<file path="src/rtl/loader_pkg.sv">
// Shared constants and state type for the instruction-memory load path.
package loader_pkg;

    localparam int unsigned LOADER_ADDR_W = 16;
    localparam int unsigned LOADER_DATA_W = 16;
    localparam int unsigned LOADER_CNT_W  = 16;

    typedef enum logic [1:0] {
        IDLE = 2'd0,
        LOAD = 2'd1,
        DONE = 2'd2
    } loader_state_t;

endpackage

</file>
<file path="src/rtl/load_addr_ctr.sv">
// Loadable wrapping address counter; load takes priority over increment.
module load_addr_ctr #(
    parameter int unsigned W = 16
) (
    input  logic         clk,
    input  logic         rst,
    input  logic         load,
    input  logic         inc,
    input  logic [W-1:0] d,
    output logic [W-1:0] q
);

    // Counter register; natural overflow gives the wrap to zero.
    always_ff @(posedge clk or posedge rst) begin
        if (rst) begin
            q <= '0;
        end else if (load) begin
            q <= d;
        end else if (inc) begin
            q <= q + W'(1);
        end
    end

endmodule

</file>
<file path="src/rtl/imem_loader.sv">
// Streams instruction words into memory at consecutive addresses and holds
// the CPU's PC/IR updates off until the whole program has been written.
module imem_loader
    import loader_pkg::*;
#(
    parameter int unsigned ADDR_W = LOADER_ADDR_W,
    parameter int unsigned DATA_W = LOADER_DATA_W
) (
    input  logic                    CLK,
    input  logic                    Reset,
    input  logic                    Start,
    input  logic [ADDR_W-1:0]       BaseAddr,
    input  logic [LOADER_CNT_W-1:0] WordCount,
    input  logic                    InValid,
    input  logic [DATA_W-1:0]       InData,
    output logic                    InReady,
    output logic                    MemWrite,
    output logic [ADDR_W-1:0]       MemAddr,
    output logic [DATA_W-1:0]       MemData,
    output logic                    CpuHold,
    output logic                    Busy,
    output logic                    Done
);

    loader_state_t           state;
    loader_state_t           state_next;
    logic [LOADER_CNT_W-1:0] remaining;
    logic [ADDR_W-1:0]       addr;
    logic                    start_ok;
    logic                    accept;

    // Next-state decode plus the start/accept strobes for the datapath.
    always_comb begin
        state_next = state;
        start_ok   = 1'b0;
        accept     = 1'b0;
        unique case (state)
            IDLE: begin
                if (Start) begin
                    start_ok   = 1'b1;
                    state_next = (WordCount != '0) ? LOAD : DONE;
                end
            end
            LOAD: begin
                if (InValid && InReady) begin
                    accept = 1'b1;
                    if (remaining == LOADER_CNT_W'(1)) begin
                        state_next = DONE;
                    end
                end
            end
            DONE: begin
                state_next = IDLE;
            end
            default: begin
                state_next = IDLE;
            end
        endcase
    end

    // State register.
    always_ff @(posedge CLK or posedge Reset) begin
        if (Reset) begin
            state <= IDLE;
        end else begin
            state <= state_next;
        end
    end

    // Words still to be accepted in the current load.
    always_ff @(posedge CLK or posedge Reset) begin
        if (Reset) begin
            remaining <= '0;
        end else if (start_ok) begin
            remaining <= WordCount;
        end else if (accept) begin
            remaining <= remaining - LOADER_CNT_W'(1);
        end
    end

    // Write address: latched from BaseAddr on start, advanced per accepted word.
    load_addr_ctr #(
        .W (ADDR_W)
    ) u_addr_ctr (
        .clk  (CLK),
        .rst  (Reset),
        .load (start_ok),
        .inc  (accept),
        .d    (BaseAddr),
        .q    (addr)
    );

    // Memory write register: one strobe in the cycle after each accepted word.
    always_ff @(posedge CLK or posedge Reset) begin
        if (Reset) begin
            MemWrite <= 1'b0;
            MemAddr  <= '0;
            MemData  <= '0;
        end else begin
            MemWrite <= accept;
            if (accept) begin
                MemAddr <= addr;
                MemData <= InData;
            end
        end
    end

    // Status outputs registered from the next state so they track the FSM exactly.
    always_ff @(posedge CLK or posedge Reset) begin
        if (Reset) begin
            InReady <= 1'b0;
            Busy    <= 1'b0;
            CpuHold <= 1'b0;
            Done    <= 1'b0;
        end else begin
            InReady <= (state_next == LOAD);
            Busy    <= (state_next != IDLE);
            CpuHold <= (state_next != IDLE);
            Done    <= (state_next == DONE);
        end
    end

endmodule

</file>
<file path="config.mk">
export PLATFORM = sky130hd
export DESIGN_NAME = imem_loader
export DESIGN_NICKNAME = d
export VERILOG_FILES = /design/src/rtl/loader_pkg.sv /design/src/rtl/load_addr_ctr.sv /design/src/rtl/imem_loader.sv
export SDC_FILE = /design/constraint.sdc
export NUM_CORES = 1
export LEC_CHECK = 0
export CORE_ASPECT_RATIO = 1.75
export CORE_MARGIN = 1.5
export CORE_UTILIZATION = 44
export CTS_CLUSTER_SIZE = 8
export DETAILED_ROUTE_END_ITERATION = 6
export HOLD_SLACK_MARGIN = 0.1
export PLACE_DENSITY_LB_ADDON = 0.05
export RECOVER_POWER = 50
export SETUP_SLACK_MARGIN = 0.1
export SYNTH_ARGS = -nofsm -noshare
export SYNTH_HDL_FRONTEND = slang
export SYNTH_HIERARCHICAL = 1
export SYNTH_SLANG_ARGS = --single-unit
</file>
<file path="constraint.sdc">
create_clock -name CLK -period 2.4 [get_ports CLK]
set_clock_uncertainty 0.05 [all_clocks]
set_input_delay 0.6 -clock CLK [delete_from_list [all_inputs] [get_ports CLK]]
set_output_delay 0.6 -clock CLK [all_outputs]
set_load 0.01 [all_outputs]
</file>
==> out/metrics.json <==
{
  "run_status": {"value": "completed"},
  "cts.reportedPaths.clkPinSlew": {"value": 0.06, "unit": "ns"},
  "yosysSeqAreaShare": {"value": 53.0, "unit": "%"},
  "reg2regPathDepth": {"value": 4},
  "die-height": {"value": 118, "unit": "um"},
  "finalWorstSetupSlack": {"value": 0.165, "unit": "ns"},
  "h_tree_levels": {"value": 3},
  "core": {"value": 0.00723, "unit": "mm2"},
  "grtUsageTotal": {"value": 23.6, "unit": "%"},
  "worstPathRequired": {"value": 2.58, "unit": "ns"},
  "critical-path-max-stage-delay": {"value": 0.55, "unit": "ns"},
  "postSynthAreaPerCell": {"value": 9.08, "unit": "um2"},
  "wl_per_cell": {"value": 15.8, "unit": "um"},
  "tightestPinTransition": {"value": 0.655, "unit": "ns"},
  "i_o_pin_total": {"value": 89},
  "postSynth.asyncResetShare": {"value": 100, "unit": "%"},
  "p_leak": {"value": 2.06, "unit": "nW"},
  "worstPathCellList": {"value": "dlygate4sd3_1 > nand4b_1 > inv_2 > clkbuf_1 > and3_1 > nand4_1 > xor2_1 > o21ai_0"},
  "hold-worst-slack": {"value": 0.422, "unit": "ns"},
  "num-nets-final": {"value": 522},
  "synth_ff_type": {"value": "dfrtp_1"},
  "insertion_delay": {"value": 0.32, "unit": "ns"},
  "synth_enable_flop_cells": {"value": 0},
  "die_width": {"value": 68.5, "unit": "um"},
  "critical_path_class": {"value": "input port to flip-flop"},
  "synthTopCellsByArea": {"value": "dfrtp_1, nand2_1, o21ai_0"},
  "ys_top_cells_by_count": {"value": "nand2_1, dfrtp_1, o21ai_0"},
  "netlist.top_cell.by_area": {"value": "dfrtp_1"},
  "maximum_ir_drop_on_the_vdd_rail": {"value": 0.778, "unit": "mV"},
  "globalRoute.totalOverflow": {"value": 0},
  "layout-drive-gt1-share": {"value": 9.53, "unit": "%"},
  "max_freq": {"value": 447, "unit": "MHz"},
  "cts-root-buf": {"value": "clkbuf_16"},
  "flip_flop_and_latch_count_after_synthesis": {"value": 70},
  "detail_route.wirelength": {"value": 8.81, "unit": "mm"},
  "post_synth_instance_area": {"value": 0.00331, "unit": "mm2"},
  "holdBufCountCts": {"value": 0},
  "final_max_tran_viols": {"value": 0},
  "preCtsSetupSlack": {"value": -0.00645, "unit": "ns"},
  "power_per_standard_cell_area": {"value": 1020, "unit": "mW/mm2"},
  "grt_start_max_net_pins": {"value": 45},
  "cap_viol_max_count": {"value": 0},
  "dieArea": {"value": 0.00806, "unit": "mm2"},
  "holdPathStages": {"value": 2},
  "design_area": {"value": 0.00477, "unit": "mm2"},
  "detail-route-antenna-nets": {"value": 0},
  "synth_fp_nets": {"value": 419},
  "place.detailed.hpwl": {"value": 6.39, "unit": "mm"},
  "post_drt_via_cell_ratio": {"value": 5.34},
  "cts.sinks": {"value": 70},
  "post_cts_resized": {"value": 0},
  "setup_viol": {"value": 0},
  "drt_first_iter_violations": {"value": 222},
  "io_buffers": {"value": 88},
  "setup_fix_buffers_added_after_clock_tree_synthesis": {"value": 0},
  "fp-row-count": {"value": 41},
  "first_pass_grt_wire_length": {"value": 14.3, "unit": "mm"},
  "number_of_global_route_vias_before_repair": {"value": 2990},
  "cts_max_path_buffers": {"value": 2},
  "antenna_found_initial": {"value": 0},
  "cp_max_fo": {"value": 8},
  "rsz_0062_raised_after_global_routing": {"value": "false"},
  "tritoncts": {"value": "done"},
  "hp-class": {"value": "flip-flop to flip-flop"},
  "cpMaxStageDelayCell": {"value": "dlygate4sd3_1"},
  "initial_cell_density_of_the_core": {"value": 45.7, "unit": "%"},
  "timing.critical_path.arrival": {"value": 2.41, "unit": "ns"},
  "tritoncts.num_buffers": {"value": 9},
  "final.setup.tns": {"value": 0, "unit": "ns"},
  "hold_viol_final": {"value": 0},
  "netlist.area_leader.share": {"value": 53.0, "unit": "%"},
  "synthesis.yosys.warnings": {"value": 6},
  "vias": {"value": 2979},
  "worst_setup_sp_type": {"value": "input port"},
  "areaGrowthSynthToFinish": {"value": 44.2, "unit": "%"},
  "final_min_period_over_clock_period": {"value": 93.1, "unit": "%"},
  "syn_inst": {"value": 364},
  "insertedDiodeCount": {"value": 0},
  "worst_slew_margin_rel": {"value": 56.3, "unit": "%"},
  "placed_cell_area": {"value": 0.00441, "unit": "mm2"},
  "setup.worst_path.end_class": {"value": "flip-flop"},
  "drt_first_pass_iters": {"value": 5},
  "detail_route.drc_violations": {"value": 0},
  "fin_crit": {"value": 2.24, "unit": "ns"},
  "yosysMostFrequentCell": {"value": "nand2_1"},
  "ys_types": {"value": 45},
  "routabilityCongestion": {"value": 0.819}
}
-- critical path: cells and delay by family --
kind,cells,cell delay [ns]
xor+xnor,1,0.16
simple gates,3,0.47
buf+inv,3,0.98
compound gates,1,0.20
-- routing by layer --
| layer | GRT usage [%] | part of all wire, % | vias to the layer above |
|---|---|---|---|
| met2 | 40.0 | 55 | 78 |
| met1 | 27.2 | 39 | 1438 |
| met3 | 5.07 | 3.8 | 14 |
| met4 | 11.0 | 2.4 | 0 |
| met5 | 0 | 0 | - |
| li1 | - | - | 1449 |
-- final timing paths --
check                                          from                     endpoint  slack, ns
max reg2reg                remaining[2]$_DFFE_PP0P_            InReady$_DFF_PP0_       0.31
max in group asynchronous                     Reset       MemData[5]$_DFFE_PP0P_       0.57
min in group asynchronous                     Reset     remaining[6]$_DFFE_PP0P_       0.71
min                          MemData[9]$_DFFE_PP0P_       MemData[9]$_DFFE_PP0P_       0.42
min reg2reg                  MemData[9]$_DFFE_PP0P_       MemData[9]$_DFFE_PP0P_       0.42
max                                         InValid  u_addr_ctr/q[5]$_DFFE_PP0P_       0.16
-- power breakdown --
part	leakage [nW]	switching, mW	internal, mW
logic	1.03	0.610	0.658
registers	0.849	0.407	1.54
clock network	0.186	0.489	1.18
-- layout make-up --
type,instances,area (um2)
multi-input cells,269,1460
repair buffers,107,1030
flip-flops and latches,70,1750
clock buffers,11,253
fillers,599,2460
clock inverters,5,129
well taps,86,108
inverters,10,37.5
-- cells in the final DEF, fill, tap and decap left out, types with 6 or more instances in the layout --
cell type,count
buf_4,14
clkbuf_16,9
clkdlybuf4s50_1,85
dfrtp_1,70
inv_1,8
nand2_1,132
nand3_1,12
nand4_1,10
nor2_1,10
nor3_1,9
nor4_1,8
o211ai_1,6
o21ai_0,17
xnor2_1,8
xor2_1,7
-- registers in the layout, indices dropped and copies added, names as in the netlist --
register / flops
InReady: 1
Busy: 1
MemAddr: 16
u_addr_ctr/q: 16
state: 2
remaining: 16
MemWrite: 1
Done: 1
MemData: 16
-- metrics by stage --
step | util (%) | total power, mW | cells
after global routing | 65.9 | 5.16 | 558
final | 65.9 | 4.88 | 558
after global placement | 61.0 | 3.19 | 542
after CTS | 66.2 | 4.92 | 558
after floorplan | - | 2.59 | 364
after detailed placement | 61.0 | 3.22 | 542
-- cells by family after synthesis --
family | share of synthesized area (%)
buffers and inverters | 3.03
DFF | 53.0
AOI/OAI and AO/OA | 8.21
xor gates and xnor gates | 3.97
muxes | 1.55
adders and majority gates | 1.14
and+or+nand+nor | 29.1
No activity file was read; power rests on OpenSTA's default activity.
